--- src/rtl/aes_load_interface.sv ---
// ============================================================================
// Module  : aes_load_interface
// Brief   : Beat-serial plaintext/key loader with valid/ready handshake that
//           launches the AES engine and holds operands until it completes.
// Revision: 1.0 - initial release
// ============================================================================
`default_nettype none

module aes_load_interface #(
    parameter int IN_W  = 8,
    parameter int KEY_W = 128
) (
    input  logic              clk,
    input  logic              rst,
    input  logic [IN_W-1:0]   din,
    input  logic [1:0]        cmd,
    input  logic              din_valid,
    output logic              ready,
    input  logic              engine_done,
    output logic              key_start,
    output logic [127:0]      plain_out,
    output logic [KEY_W-1:0]  key_out,
    output logic              plain_loaded,
    output logic              key_loaded,
    output logic              err
);

    localparam int P_BEATS   = 128 / IN_W;
    localparam int K_BEATS   = KEY_W / IN_W;
    localparam int MAX_BEATS = (K_BEATS > P_BEATS) ? K_BEATS : P_BEATS;
    localparam int CNT_W     = $clog2(MAX_BEATS) + 1;

    localparam logic [CNT_W-1:0] c_one    = CNT_W'(1);
    localparam logic [CNT_W-1:0] c_p_last = CNT_W'(P_BEATS - 1);
    localparam logic [CNT_W-1:0] c_k_last = CNT_W'(K_BEATS - 1);

    localparam logic [1:0] c_cmd_abort = 2'b00;
    localparam logic [1:0] c_cmd_plain = 2'b01;
    localparam logic [1:0] c_cmd_key   = 2'b10;
    localparam logic [1:0] c_cmd_start = 2'b11;

    typedef enum logic [1:0] {
        ST_IDLE   = 2'd0,
        ST_LOAD_P = 2'd1,
        ST_LOAD_K = 2'd2,
        ST_RUN    = 2'd3
    } state_t;

    state_t           r_state;
    logic [CNT_W-1:0] r_cnt;
    logic             w_accept;

    assign w_accept = din_valid && ready;

    always_ff @(posedge clk) begin
        if (rst) begin
            r_state      <= ST_IDLE;
            r_cnt        <= '0;
            plain_out    <= '0;
            key_out      <= '0;
            plain_loaded <= 1'b0;
            key_loaded   <= 1'b0;
            key_start    <= 1'b0;
            err          <= 1'b0;
            ready        <= 1'b1;
        end else begin
            key_start <= 1'b0;
            err       <= 1'b0;
            case (r_state)
                ST_IDLE: begin
                    if (w_accept) begin
                        case (cmd)
                            c_cmd_plain: begin
                                // First beat restarts the register from scratch.
                                plain_out    <= {{(128-IN_W){1'b0}}, din};
                                plain_loaded <= 1'b0;
                                r_cnt        <= c_one;
                                r_state      <= ST_LOAD_P;
                            end
                            c_cmd_key: begin
                                key_out    <= {{(KEY_W-IN_W){1'b0}}, din};
                                key_loaded <= 1'b0;
                                r_cnt      <= c_one;
                                r_state    <= ST_LOAD_K;
                            end
                            c_cmd_start: begin
                                if (plain_loaded && key_loaded) begin
                                    key_start <= 1'b1;
                                    ready     <= 1'b0;
                                    r_state   <= ST_RUN;
                                end else begin
                                    err <= 1'b1;
                                end
                            end
                            default: ;
                        endcase
                    end
                end
                ST_LOAD_P: begin
                    if (w_accept) begin
                        case (cmd)
                            c_cmd_plain: begin
                                plain_out <= {plain_out[127-IN_W:0], din};
                                r_cnt     <= r_cnt + c_one;
                                if (r_cnt == c_p_last) begin
                                    plain_loaded <= 1'b1;
                                    r_state      <= ST_IDLE;
                                end
                            end
                            c_cmd_abort: begin
                                plain_out    <= '0;
                                plain_loaded <= 1'b0;
                                r_cnt        <= '0;
                                r_state      <= ST_IDLE;
                            end
                            default: err <= 1'b1;
                        endcase
                    end
                end
                ST_LOAD_K: begin
                    if (w_accept) begin
                        case (cmd)
                            c_cmd_key: begin
                                key_out <= {key_out[KEY_W-1-IN_W:0], din};
                                r_cnt   <= r_cnt + c_one;
                                if (r_cnt == c_k_last) begin
                                    key_loaded <= 1'b1;
                                    r_state    <= ST_IDLE;
                                end
                            end
                            c_cmd_abort: begin
                                key_out    <= '0;
                                key_loaded <= 1'b0;
                                r_cnt      <= '0;
                                r_state    <= ST_IDLE;
                            end
                            default: err <= 1'b1;
                        endcase
                    end
                end
                ST_RUN: begin
                    // Key stays resident so the next block only needs new plaintext.
                    if (engine_done) begin
                        plain_out    <= '0;
                        plain_loaded <= 1'b0;
                        ready        <= 1'b1;
                        r_state      <= ST_IDLE;
                    end
                end
                default: begin
                    r_state <= ST_IDLE;
                    ready   <= 1'b1;
                end
            endcase
        end
    end

endmodule

`default_nettype wire
--- config.mk ---
export PLATFORM = sky130hd
export DESIGN_NAME = aes_load_interface
export DESIGN_NICKNAME = d
export VERILOG_FILES = /design/src/rtl/aes_load_interface.sv
export SDC_FILE = /design/constraint.sdc
export NUM_CORES = 1
export LEC_CHECK = 0
export CORE_UTILIZATION = 44
export DETAILED_ROUTE_END_ITERATION = 8
export PLACE_DENSITY = 0.73
export SYNTH_ARGS = -nofsm -noshare
export SYNTH_HDL_FRONTEND = slang
export SYNTH_SLANG_ARGS = --single-unit
export TNS_END_PERCENT = 30
--- constraint.sdc ---
create_clock -name clk -period 4.6 [get_ports clk]
set_input_delay 0.92 -clock clk [delete_from_list [all_inputs] [get_ports clk]]
set_output_delay 0.92 -clock clk [all_outputs]
set_load 0.1 [all_outputs]
After elaboration in Yosys (flattened, before gate mapping)
Cells that the tools add are included.
- $add $sub $neg: 1
- eq/ne operators: 22
- multiplexer cells: 54
- bitwise gates (word level): 3
- reduce and logical (&&, ||, !) cells: 19
- operators by type and width (operator ; count):
    $mux 128 ; 7
    $pmux 128 s2 ; 3
    $pmux 128 s3 ; 1
    $mux 1 ; 20
    $mux 5 ; 4
    $pmux 5 s2 ; 2
    $ne 2x2->1 const B ; 8
    $pmux 5 s3 ; 1
    $reduce_and 7->1 ; 2
    $mux 2 ; 6
    $ne 3x3->1 const B ; 4
    $reduce_and 6->1 ; 2
    $reduce_and 5->1 ; 2
    $eq 2x2->1 const B ; 4
    $pmux 1 s2 ; 4
    $pmux 2 s2 ; 2
    $pmux 2 s4 ; 1
    $reduce_and 8->1 ; 1
    $pmux 1 s3 ; 2
    $pmux 2 s3 ; 1
    $reduce_bool 3->1 ; 2
    $reduce_or 2->1 ; 3
    $add 5x1->5 const B ; 1
    $eq 5x4->1 const B ; 1
    9 further kinds ; 15
- register bits after elaboration: 268
- input port bits: 14
- output and inout bits: 261
- logic and storage cells: 108

Depth between registers and ports, before layout
Gate-level depths: netlist (run 1).
- depth after elaboration: 5
- gate-level depth with buffers: 9
- mapped depth without buffers: 7

Worst setup path after synthesis (run 1)
Ideal clock, no wire load.
- path type: in2reg
- from: input cmd[0]
- to: register plain_out[112]
- library setup time: 0.132 ns
- arrival time: 2.338 ns
- data required time: 4.468 ns
- slack: 2.130 ns
- stages on the path: 9
- path buffers: 3
- cell sequence: inv_1 -> ha_1 -> buf_2 -> or3b_4 -> and3_1 -> buf_2 -> buf_6 -> nand4_1 -> a21oi_1
- longest elaborated chain between the ends: 4
- elaborated cells between the ends (all ways): 8
- those cells by class: eq/ne (3); mux (3); reduce/logical (2)
- ends and longest elaborated chain (element ; RTL line ; source):
    start: declaration ; 16 ; input logic [1:0] cmd,
    $eq 2x1->1 / $logic_not 2->1 (equally long branches) ; 72, 101 ;
    $pmux 128 s2 ; 101 ; case (cmd)
    $mux 128 ; 100 ; if (w_accept) begin
    $pmux 128 s3 ; 69 ; case (r_state)
    end signal: assignment ; 75 ; plain_out <= {{(128-IN_W){1'b0}}, din};
    end signal: assignment ; 103 ; plain_out <= {plain_out[127-IN_W:0], din};
    end: declaration ; 21 ; output logic [127:0] plain_out,
Parallel ways exist; a longest one is shown, timed or not. The select of a mux whose other input is x is not followed.
A chain may end at the register's enable or synchronous reset.

Worst setup path after layout (run 1)
- from: input cmd[0]
- to: register plain_out[45]
The elaborated chain is that of the path after synthesis.

==> results of run 1 <==
-- worst register-to-register path, cell delays in order (launching register included) --
cell and delay, ns:
dfxtp_1 0.37, inv_1 0.11, ha_1 0.39, o2bb2ai_2 0.34, nand3_4 0.59, buf_4 0.49, o21ai_0 0.21, a21oi_1 0.10
-- worst max path at each step --
stage	slack [ns]	end	cells after the start	from
after global routing	1.23	plain_out[45]	8	cmd[1]
after global placement	0.96	plain_out[19]	8	cmd[0]
after floorplan	2.13	plain_out[112]	9	cmd[0]
final	1.44	plain_out[45]	8	cmd[0]
after CTS	1.44	plain_out[45]	8	cmd[1]
after detailed placement	0.90	plain_out[58]	8	cmd[1]
-- Yosys cell counts, drive strengths merged (2+ instances only) --
library cell    n  share of area [%]
nand4         128                7.5
inv            11               0.39
nor2            2              0.071
nor4            2               0.12
a31oi           2               0.12
o31ai           4               0.28
or3b            2               0.19
nand3         133                6.3
nand2b          2               0.12
o21ai         134                6.3
clkbuf         52                1.9
buf            92                4.9
ha             12                1.4
a21oi         265                 12
nor2b           4               0.24
nand2         135                4.8
or4             3               0.21
and2            2               0.12
nor3            4               0.19
dfxtp         268                 51
and3            3               0.18
a311o           2               0.19
nor3b           2               0.14
-- per-stage QoR --
| step | total power, mW | hold slack [ns] | instance area, sq um |
|---|---|---|---|
| 3_3_place_gp | 4.12 | 0.438 | 13300 |
| 4_1_cts | 6.56 | 0.453 | 14300 |
| 6_report | 6.55 | 0.450 | 14400 |
| 5_1_grt | 6.80 | 0.476 | 14300 |
| 2_1_floorplan | 3.81 | 0.450 | 10600 |
| 3_5_place_dp | 4.11 | 0.444 | 13300 |
-- cells by family after synthesis --
logic type	count (synthesis)	share of synthesized area (%)
AO/OA/AOI/OAI	417	20.4
adder cells (fa/ha/maj)	12	1.42
buffers and inverters	155	7.13
flip-flops	268	50.6
multiplexers	2	0.236
AND/OR/NAND/NOR	423	20.3
-- sequential cells by signal (all words and copies together), names as in the netlist --
name	flops
r_state	2
err	1
plain_loaded	1
plain_out	128
key_start	1
key_out	128
key_loaded	1
r_cnt	5
ready	1
-- area by class of cell --
type	count	share of cell area, %
well taps	319	2.78
clock buffers	37	5.54
repair buffers	293	20.7
multi-input cells	854	31.8
flip-flops and latches	268	37.4
clock inverters	15	1.50
diodes	3	0.0523
inverters	11	0.288
-- per-layer routing --
layer / wire length [um] / vias to the layer above / track usage, %
li1: - / 4957 / -
met4: 1340 / 0 / 10.7
met3: 2280 / 79 / 5.34
met2: 15100 / 385 / 38.8
met5: 0 / - / 0
met1: 13800 / 4918 / 33.6
-- power breakdown --
group | leakage [nW] | internal (mW) | total [mW] | switching [mW]
combinational | 1.83 | 0.296 | 1.70 | 1.41
sequential | 2.16 | 2.36 | 2.39 | 0.0324
clock | 0.490 | 1.50 | 2.46 | 0.961
total | 4.48 | 4.15 | 6.55 | 2.40
==> results.md, run 1 <==
- Postcts setup bufs: 0
- Commonest cells after routing, fill and taps aside: clkdlybuf4s50_1, dfxtp_1, a21oi_1
- ANT nets after route: 0
- CP Buf/Inv Count: 3
- Async SR Flop Fraction: 0%
- Slew @ Worst Pin: 1.06 ns
- Fill count: 2106
- Setup WS post-layout: 1.44 ns
- Slowest cell delay on critical path: 0.51 ns
- Die Y: 157 um
- Number of synthesized register bits: 268
- Hold Vio Cnt, Final: 0
- Placed Instances: 1745
- Leak Pwr: 4.48 nW
- Setup crit start kind: input pin
- Largest net degree at the start of global routing: 141
- Pins Over Slew Limit: 0
- Detail Placement HPWL: 20100 um
- Maxcap violations: 0
- Final setup fails: 0
- Hold depth: 2
- Clock Tree Root: clkbuf_16
- Min Tclk post-route: 3.16 ns
- Initial drt markers: 982
- Final Cycle Share: 68.6%
- Crit path max-delay family: buffers and inverters
- Number of synthesis warnings: 0
- GPL Wtd Cong: 0.847
- Initial antenna violation count: 1
- Worst slack, placed: 0.899 ns
- Fin nets: 1483
- HP Class: reg -> reg
- Crit path cell chain: clkdlybuf4s50_1, inv_1, ha_1, or3b_4, nand3_4, buf_4, o21ai_0, a21oi_1
- Highest Clock Rate: 317 MHz
- CP required: 5.06 ns
- Core area: 0.0235 sq mm
- Relative slew slack: 28.9%
- R2r worst-path depth: 7
- Area growth syn-to-layout: 35.3%
- Crit-path max FO: 75
- Post-synthesis sequential area ratio: 50.6%
- Total CTS buffers: 29
- GRT overflow: 0
- Vias in the first global route: 9275
- RSZ-0062 raised after global routing: false
- Pre-antenna DRT Iters: 5
- Post-CTS sizing: 0
- Die area: 0.0247 sq mm
- Critical-path top delay cell: clkdlybuf4s50_1
- Sink Count: 268
- Netlist cell types: 45
- FF-to-FF End: plain_out[45]
- Cells after Synth: 1277
- Main synth FF type: dfxtp_1
- CP endpoint kind: register
- Worst Clk Skew: 0.00817 ns
- Hold buffer count at CTS: 0
- Row cnt: 56
- # DRC: 0
- Starting Density: 45.1%
- Post-Syn Area: 0.0106 sq mm
- Layout Cells excl Fill: 1800
- Die extent in x: 157 um
- Reg area: 0.00537 sq mm
- Vias: 10300
- Crit path kind: in -> reg
- Flop-to-flop setup slack: 1.86 ns
- Most common cell after layout, fill and taps aside: clkdlybuf4s50_1
- Outcome: finished, final reports clean
- Clock Latency Late Sink: 0.54 ns
- Post-synth EDFFs: 0
- Hold Crit Endpoint: key_out[123]
- H-Tree Depth: 1
- IO buf count: 274
- Clock buffer depth: 3
- Post-DR vias/cell: 5.74
- First-pass GRT wire length: 50300 um
- Multi-input gate area: 0.00456 sq mm
- Worst Min Path Start: key_out[123]
- VDD IR max: 357 uV
- Reg clk slew, reported paths: 0.06 ns
- Synth Area per Inst: 8.31 sq um
- Final Util: 61.0%
- Wire per inst: 18.1 um
- Setup TNS Final: 0 ns
- CTS tree: built
- Synth Net Count: 1303
- Reg-to-Reg Start: r_state[0]
- Crit path arrival time: 3.62 ns
- I/O pins: 275
- Total GRT Usage: 25.0%
- Layout cell share with drive strength beyond 1: 5.55%
- PwrDens: 457 mW/mm^2
- Routed wire length: 32600 um
No activity file was read; power rests on OpenSTA's default activity.
==> run 2: changes to the inputs <==
--- a/config.mk
+++ b/config.mk
@@ -7,7 +7,7 @@
 export LEC_CHECK = 0
 export CORE_UTILIZATION = 44
 export DETAILED_ROUTE_END_ITERATION = 8
-export PLACE_DENSITY = 0.73
+export PLACE_DENSITY = 0.76
 export SYNTH_ARGS = -nofsm -noshare
 export SYNTH_HDL_FRONTEND = slang
 export SYNTH_SLANG_ARGS = --single-unit
==> constraint.sdc (replaced) <==
create_clock -name clk -period 2.8 [get_ports clk]
set_input_delay 0.56 -clock clk [delete_from_list [all_inputs] [get_ports clk]]
set_output_delay 0.56 -clock clk [all_outputs]
set_load 0.1 [all_outputs]
==> run 2 against run 1 <==
Global-route usage decreased by 0.28 points. Register-to-register slack got worse by 1.3 ns. Sequential power rose by 64%. Power is 66% higher. Largest cell class unchanged. Largest power group is now sequential cells.
==> results.md, run 2 (synthesized netlist as in run 1, its figures left out) <==
- Sink Count: 268
- IO buf count: 274
- Initial drt markers: 888
- H-Tree Depth: 1
- HP Class: reg -> reg
- Worst Clk Skew: 0.0189 ns
- Maxcap violations: 0
- Commonest cells after routing, fill and taps aside: buf_4, dfxtp_1, a21oi_1
- Leak Pwr: 5.22 nW
- Setup TNS Final: 0 ns
- Top flop regs: key_out (128), plain_out (128), r_cnt (5)
- Total CTS buffers: 29
- RSZ-0062 raised after global routing: false
- Postcts setup bufs: 0
- Clock power share: 33.5%
- Detail Placement HPWL: 21400 um
- Clock buffer depth: 3
- Crit-path max FO: 42
- CP required: 3.27 ns
- Crit path arrival time: 2.72 ns
- I/O pins: 275
- Slowest cell delay on critical path: 0.47 ns
- Internal power: 6.87 mW
- Fin nets: 1517
- Clock Tree Root: clkbuf_16
- Sequential fraction of design power: 36.1%
- Final Cycle Share: 80.6%
- Combinational share of power: 30.3%
- Setup crit start kind: input pin
- Critical-path top delay cell: clkdlybuf4s50_1
- Outcome: finished, final reports clean
- Pre-antenna DRT Iters: 5
- Hold Vio Cnt, Final: 0
- Area growth syn-to-layout: 32.6%
- Slew @ Worst Pin: 0.625 ns
- Total power: 10.9 mW
- Hold buffer count at CTS: 0
- Row cnt: 56
- VDD IR max: 580 uV
- Hold Slack: 0.457 ns
- Vias: 10500
- CTS tree: built
- PwrDens: 772 mW/mm^2
- Critical path origin: cmd[0]
- Die Y: 157 um
- Sw frac: 36.8%
- Initial antenna violation count: 3
- Clock Latency Late Sink: 0.54 ns
- Die extent in x: 157 um
- Post-DR vias/cell: 5.72
- Relative slew slack: 58.4%
- Net switching power figure: 4.00 mW
- Total GRT Usage: 24.7%
- Final setup fails: 0
- Pins Over Slew Limit: 0
- ANT nets after route: 0
- Setup WS post-layout: 0.543 ns
- First-pass GRT wire length: 49800 um
- Vias in the first global route: 9191
- Crit path cell chain: clkdlybuf4s50_1, inv_1, ha_1, nor2b_1, o221a_4, buf_12, nand3_1, a21oi_1
- Worst Min Path Start: key_out[124]
- Reg-to-Reg Start: r_state[0]
- CP endpoint kind: register
- Die area: 0.0247 sq mm
- Starting Density: 45.1%
- Fill count: 2103
- Crit path kind: in -> reg
- Layout cell share with drive strength beyond 1: 24.9%
- Post-CTS sizing: 0
- Core area: 0.0235 sq mm
- Largest net degree at the start of global routing: 96
- Highest Clock Rate: 443 MHz
- Routed wire length: 32200 um
- Worst slack, placed: 0.0608 ns
- GPL Wtd Cong: 0.890
- GRT overflow: 0
- # DRC: 0
- Min Tclk post-route: 2.26 ns
- Reg clk slew, reported paths: 0.06 ns
- Wire per inst: 17.6 um
- Most common cell after layout, fill and taps aside: buf_4
## run 2: cell count changes in the layout (fill, tap and decap cells not counted), sizes merged
cell and change:
bufinv -5, diode +1, clkinv +2, buf +295, inv +1, clkinvlp -3, clkdlybuf4s50 -261, clkbuf +4
## run 2: per-stage QoR
step	utilization [%]	instance area [sq um]	instances
floorplan	-	10600	1277
global route	59.7	14100	1831
detailed placement	55.9	13100	1779
finish	59.8	14100	1834
CTS	59.7	14100	1830
global placement	55.9	13100	1779
## run 2: layout make-up
type	instances	area, sq um	share of cell area, %
Clock buffer	41	851	6.05
Inverter	11	41.3	0.293
Tap cell	319	399	2.84
Sequential cell	268	5370	38.1
Clock inverter	10	63.8	0.453
Multi-Input combinational cell	854	4560	32.4
Timing Repair Buffer	327	2780	19.7
Antenna cell	4	10.0	0.0711
## run 2: critical path: cells and delay by family
family	cells	cell delay [ns]
buffers and inverters	3	0.85
adders and majority gates	1	0.25
AOI/OAI and AO/OA	2	0.60
and+or+nand+nor	2	0.44
## run 2: power by group through the flow
stage | clock, mW | combinational, mW | sequential (mW)
after floorplan | 0 | 1.94 | 4.31
after global placement | 0 | 3.24 | 4.01
after detailed placement | 0 | 3.23 | 4.01
after CTS | 3.70 | 3.25 | 3.93
after global routing | 3.85 | 3.51 | 3.94
final | 3.64 | 3.30 | 3.93
## run 2: final timing paths
| path | end | slack [ns] | cells past startpoint |
|---|---|---|---|
| worst max-delay path | key_out[54] | 0.54 | 8 |
| worst min-delay path | key_out[124] | 0.46 | 2 |
| worst max register to register | plain_out[62] | 0.55 | 7 |
| worst min register to register | key_out[124] | 0.46 | 2 |
## run 2: metal layers
layer / share of wire, % / global-route usage [%] / up-vias
li1: - / - / 5027
met1: 42 / 34.0 / 4967
met2: 47 / 37.8 / 428
met3: 7.6 / 5.78 / 61
met4: 3.0 / 8.88 / 4
met5: 0.071 / 0 / -
==> run 3: changes to the inputs <==
--- a/config.mk
+++ b/config.mk
@@ -7,7 +7,7 @@
 export LEC_CHECK = 0
 export CORE_UTILIZATION = 44
 export DETAILED_ROUTE_END_ITERATION = 8
-export PLACE_DENSITY = 0.76
+export PLACE_DENSITY = 0.73
 export SYNTH_ARGS = -nofsm -noshare
 export SYNTH_HDL_FRONTEND = slang
 export SYNTH_SLANG_ARGS = --single-unit
==> constraint.sdc (replaced) <==
create_clock -name clk -period 2.2 [get_ports clk]
set_input_delay 0.44 -clock clk [delete_from_list [all_inputs] [get_ports clk]]
set_output_delay 0.44 -clock clk [all_outputs]
set_load 0.1 [all_outputs]
==> run 3 against run 2 <==
Clock skew is 0.0071 ns lower. Clock power grew 40%. Count of clock-buffer cells in the layout grew 2. Setup slack got worse by 0.50 ns. Power increased by 36%. Non-clock buffer count increased by 35. Worst hold slack worse by 0.076 ns. Combinational power increased by 42%. Cell area grew 3.6%. Sequential share of layout area fell by 1.3 points. Via count grew 1.1%. Register-to-register slack got worse by 0.50 ns. Critical path type is now reg -> reg.
==> results.md, run 3 (synthesized netlist as in run 1, its figures left out) <==
- Top flop regs: key_out (128), plain_out (128), r_cnt (5)
- Hold buffer count at CTS: 0
- Final Cycle Share: 97.9%
- Fill count: 2024
- Outcome: finished, final reports clean
- Sink Count: 268
- Post-DR vias/cell: 5.67
- Pins Over Slew Limit: 0
- Relative slew slack: 62.3%
- CP endpoint kind: register
- Layout Cells excl Fill: 1869
- Starting Density: 45.1%
- PwrDens: 1020 mW/mm^2
- Crit path arrival time: 2.57 ns
- First-pass GRT wire length: 51100 um
- Slew @ Worst Pin: 0.565 ns
- Min Tclk post-route: 2.15 ns
- Worst Clk Skew: 0.0118 ns
- CP Buf/Inv Count: 0
- Initial drt markers: 1033
- Multi-input gate area: 0.00458 sq mm
- Vias: 10600
- Most common cell after layout, fill and taps aside: buf_4
- Area growth syn-to-layout: 37.4%
- CP required: 2.61 ns
- Slowest cell delay on critical path: 0.45 ns
- Reg area: 0.00537 sq mm
- Core area: 0.0235 sq mm
- Reg clk slew, reported paths: 0.06 ns
- Maxcap violations: 0
- Reg-to-Reg Start: r_cnt[0]
- HP Class: in -> reg
- Total CTS buffers: 29
- Placed Instances: 1814
- Highest Clock Rate: 464 MHz
- Clock buffer depth: 3
- Flop-to-flop setup slack: 0.05 ns
- Die Y: 157 um
- Fin nets: 1552
- Vias in the first global route: 9415
- Final setup fails: 0
- Wire per inst: 17.7 um
- Post-CTS sizing: 0
- Commonest cells after routing, fill and taps aside: buf_4, dfxtp_1, a21oi_1
- # DRC: 0
- GPL Wtd Cong: 0.866
- Crit path max-delay family: simple AND/OR/NAND/NOR gates
- H-Tree Depth: 1
- Pre-antenna DRT Iters: 5
- R2r worst-path depth: 7
- Hold Vio Cnt, Final: 0
- Largest net degree at the start of global routing: 121
- Die area: 0.0247 sq mm
- IO buf count: 274
- Leak Pwr: 5.46 nW
- Crit path capture: r_state[1]
- Crit-path max FO: 4
- Setup TNS Final: 0 ns
- I/O pins: 275
- Routed wire length: 33100 um
- Setup crit start kind: register
- ANT nets after route: 0
- Clock Tree Root: clkbuf_16
- Row cnt: 56
- Crit path kind: reg -> reg
- Detail Placement HPWL: 21800 um
- Clock Latency Late Sink: 0.53 ns
- Total GRT Usage: 25.4%
- Crit path cell chain: ha_1, and3_1, ha_2, or3b_2, o311a_1, a311o_1, o31ai_1
- CTS tree: built
- Postcts setup bufs: 0
- Layout cell share with drive strength beyond 1: 26.7%
- Critical-path top delay cell: or3b_2
- Critical path origin: r_cnt[0]
- VDD IR max: 692 uV
- Initial antenna violation count: 3
- Die extent in x: 157 um
- FF-to-FF End: r_state[1]
- GRT overflow: 0
- Cell depth of the worst setup path: 7
==> run 3: how the worst min path moves through the flow <==
stage,start,to,depth (start not counted)
after floorplan,r_cnt[4],r_cnt[4],2
after global placement,key_out[120],key_out[120],2
after detailed placement,key_out[120],key_out[120],2
after CTS,rst,key_out[126],2
after global routing,rst,plain_out[17],2
final,rst,key_out[127],2
==> run 3: worst register-to-register path, cell delays in order (launching register included) <==
cell and delay [ns]:
dfxtp_1 0.34, ha_1 0.22, and3_1 0.19, ha_2 0.21, or3b_2 0.45, o311a_1 0.17
a311o_1 0.37, o31ai_1 0.09
==> run 3: metal layers <==
layer	track usage [%]	vias up	wire, um
li1	-	5107	-
met1	34.5	5048	14000
met2	40.1	384	15700
met3	4.96	60	2260
met4	9.06	0	1100
met5	0	-	0
==> run 3: metrics by stage <==
step	power (mW)	instance area, sq um	worst slack, ns	hold WS [ns]	utilization, %
floorplan	7.96	10600	0.210	0.450	-
global placement	9.69	13500	-0.222	0.440	57.5
detailed placement	9.69	13500	-0.336	0.445	57.5
CTS	14.8	14500	0.0660	0.376	61.8
global route	15.4	14600	-0.0483	0.401	61.9
finish	14.8	14600	0.0464	0.381	61.9
==> run 3: final cells by class <==
type / count / area share, %
diodes: 4 / 0.0687
clock buffers: 43 / 5.89
clock inverters: 8 / 1.02
inverters: 11 / 0.283
multi-input cells: 854 / 31.5
flip-flops and latches: 268 / 36.8
well taps: 319 / 2.74
repair buffers: 362 / 21.7
==> run 3: power breakdown <==
part / internal (mW) / total (mW) / switching (mW)
clock: 3.15 / 5.10 / 1.95
sequential: 4.93 / 5.01 / 0.0756
combinational: 1.54 / 4.70 / 3.16
total: 9.61 / 14.8 / 5.19
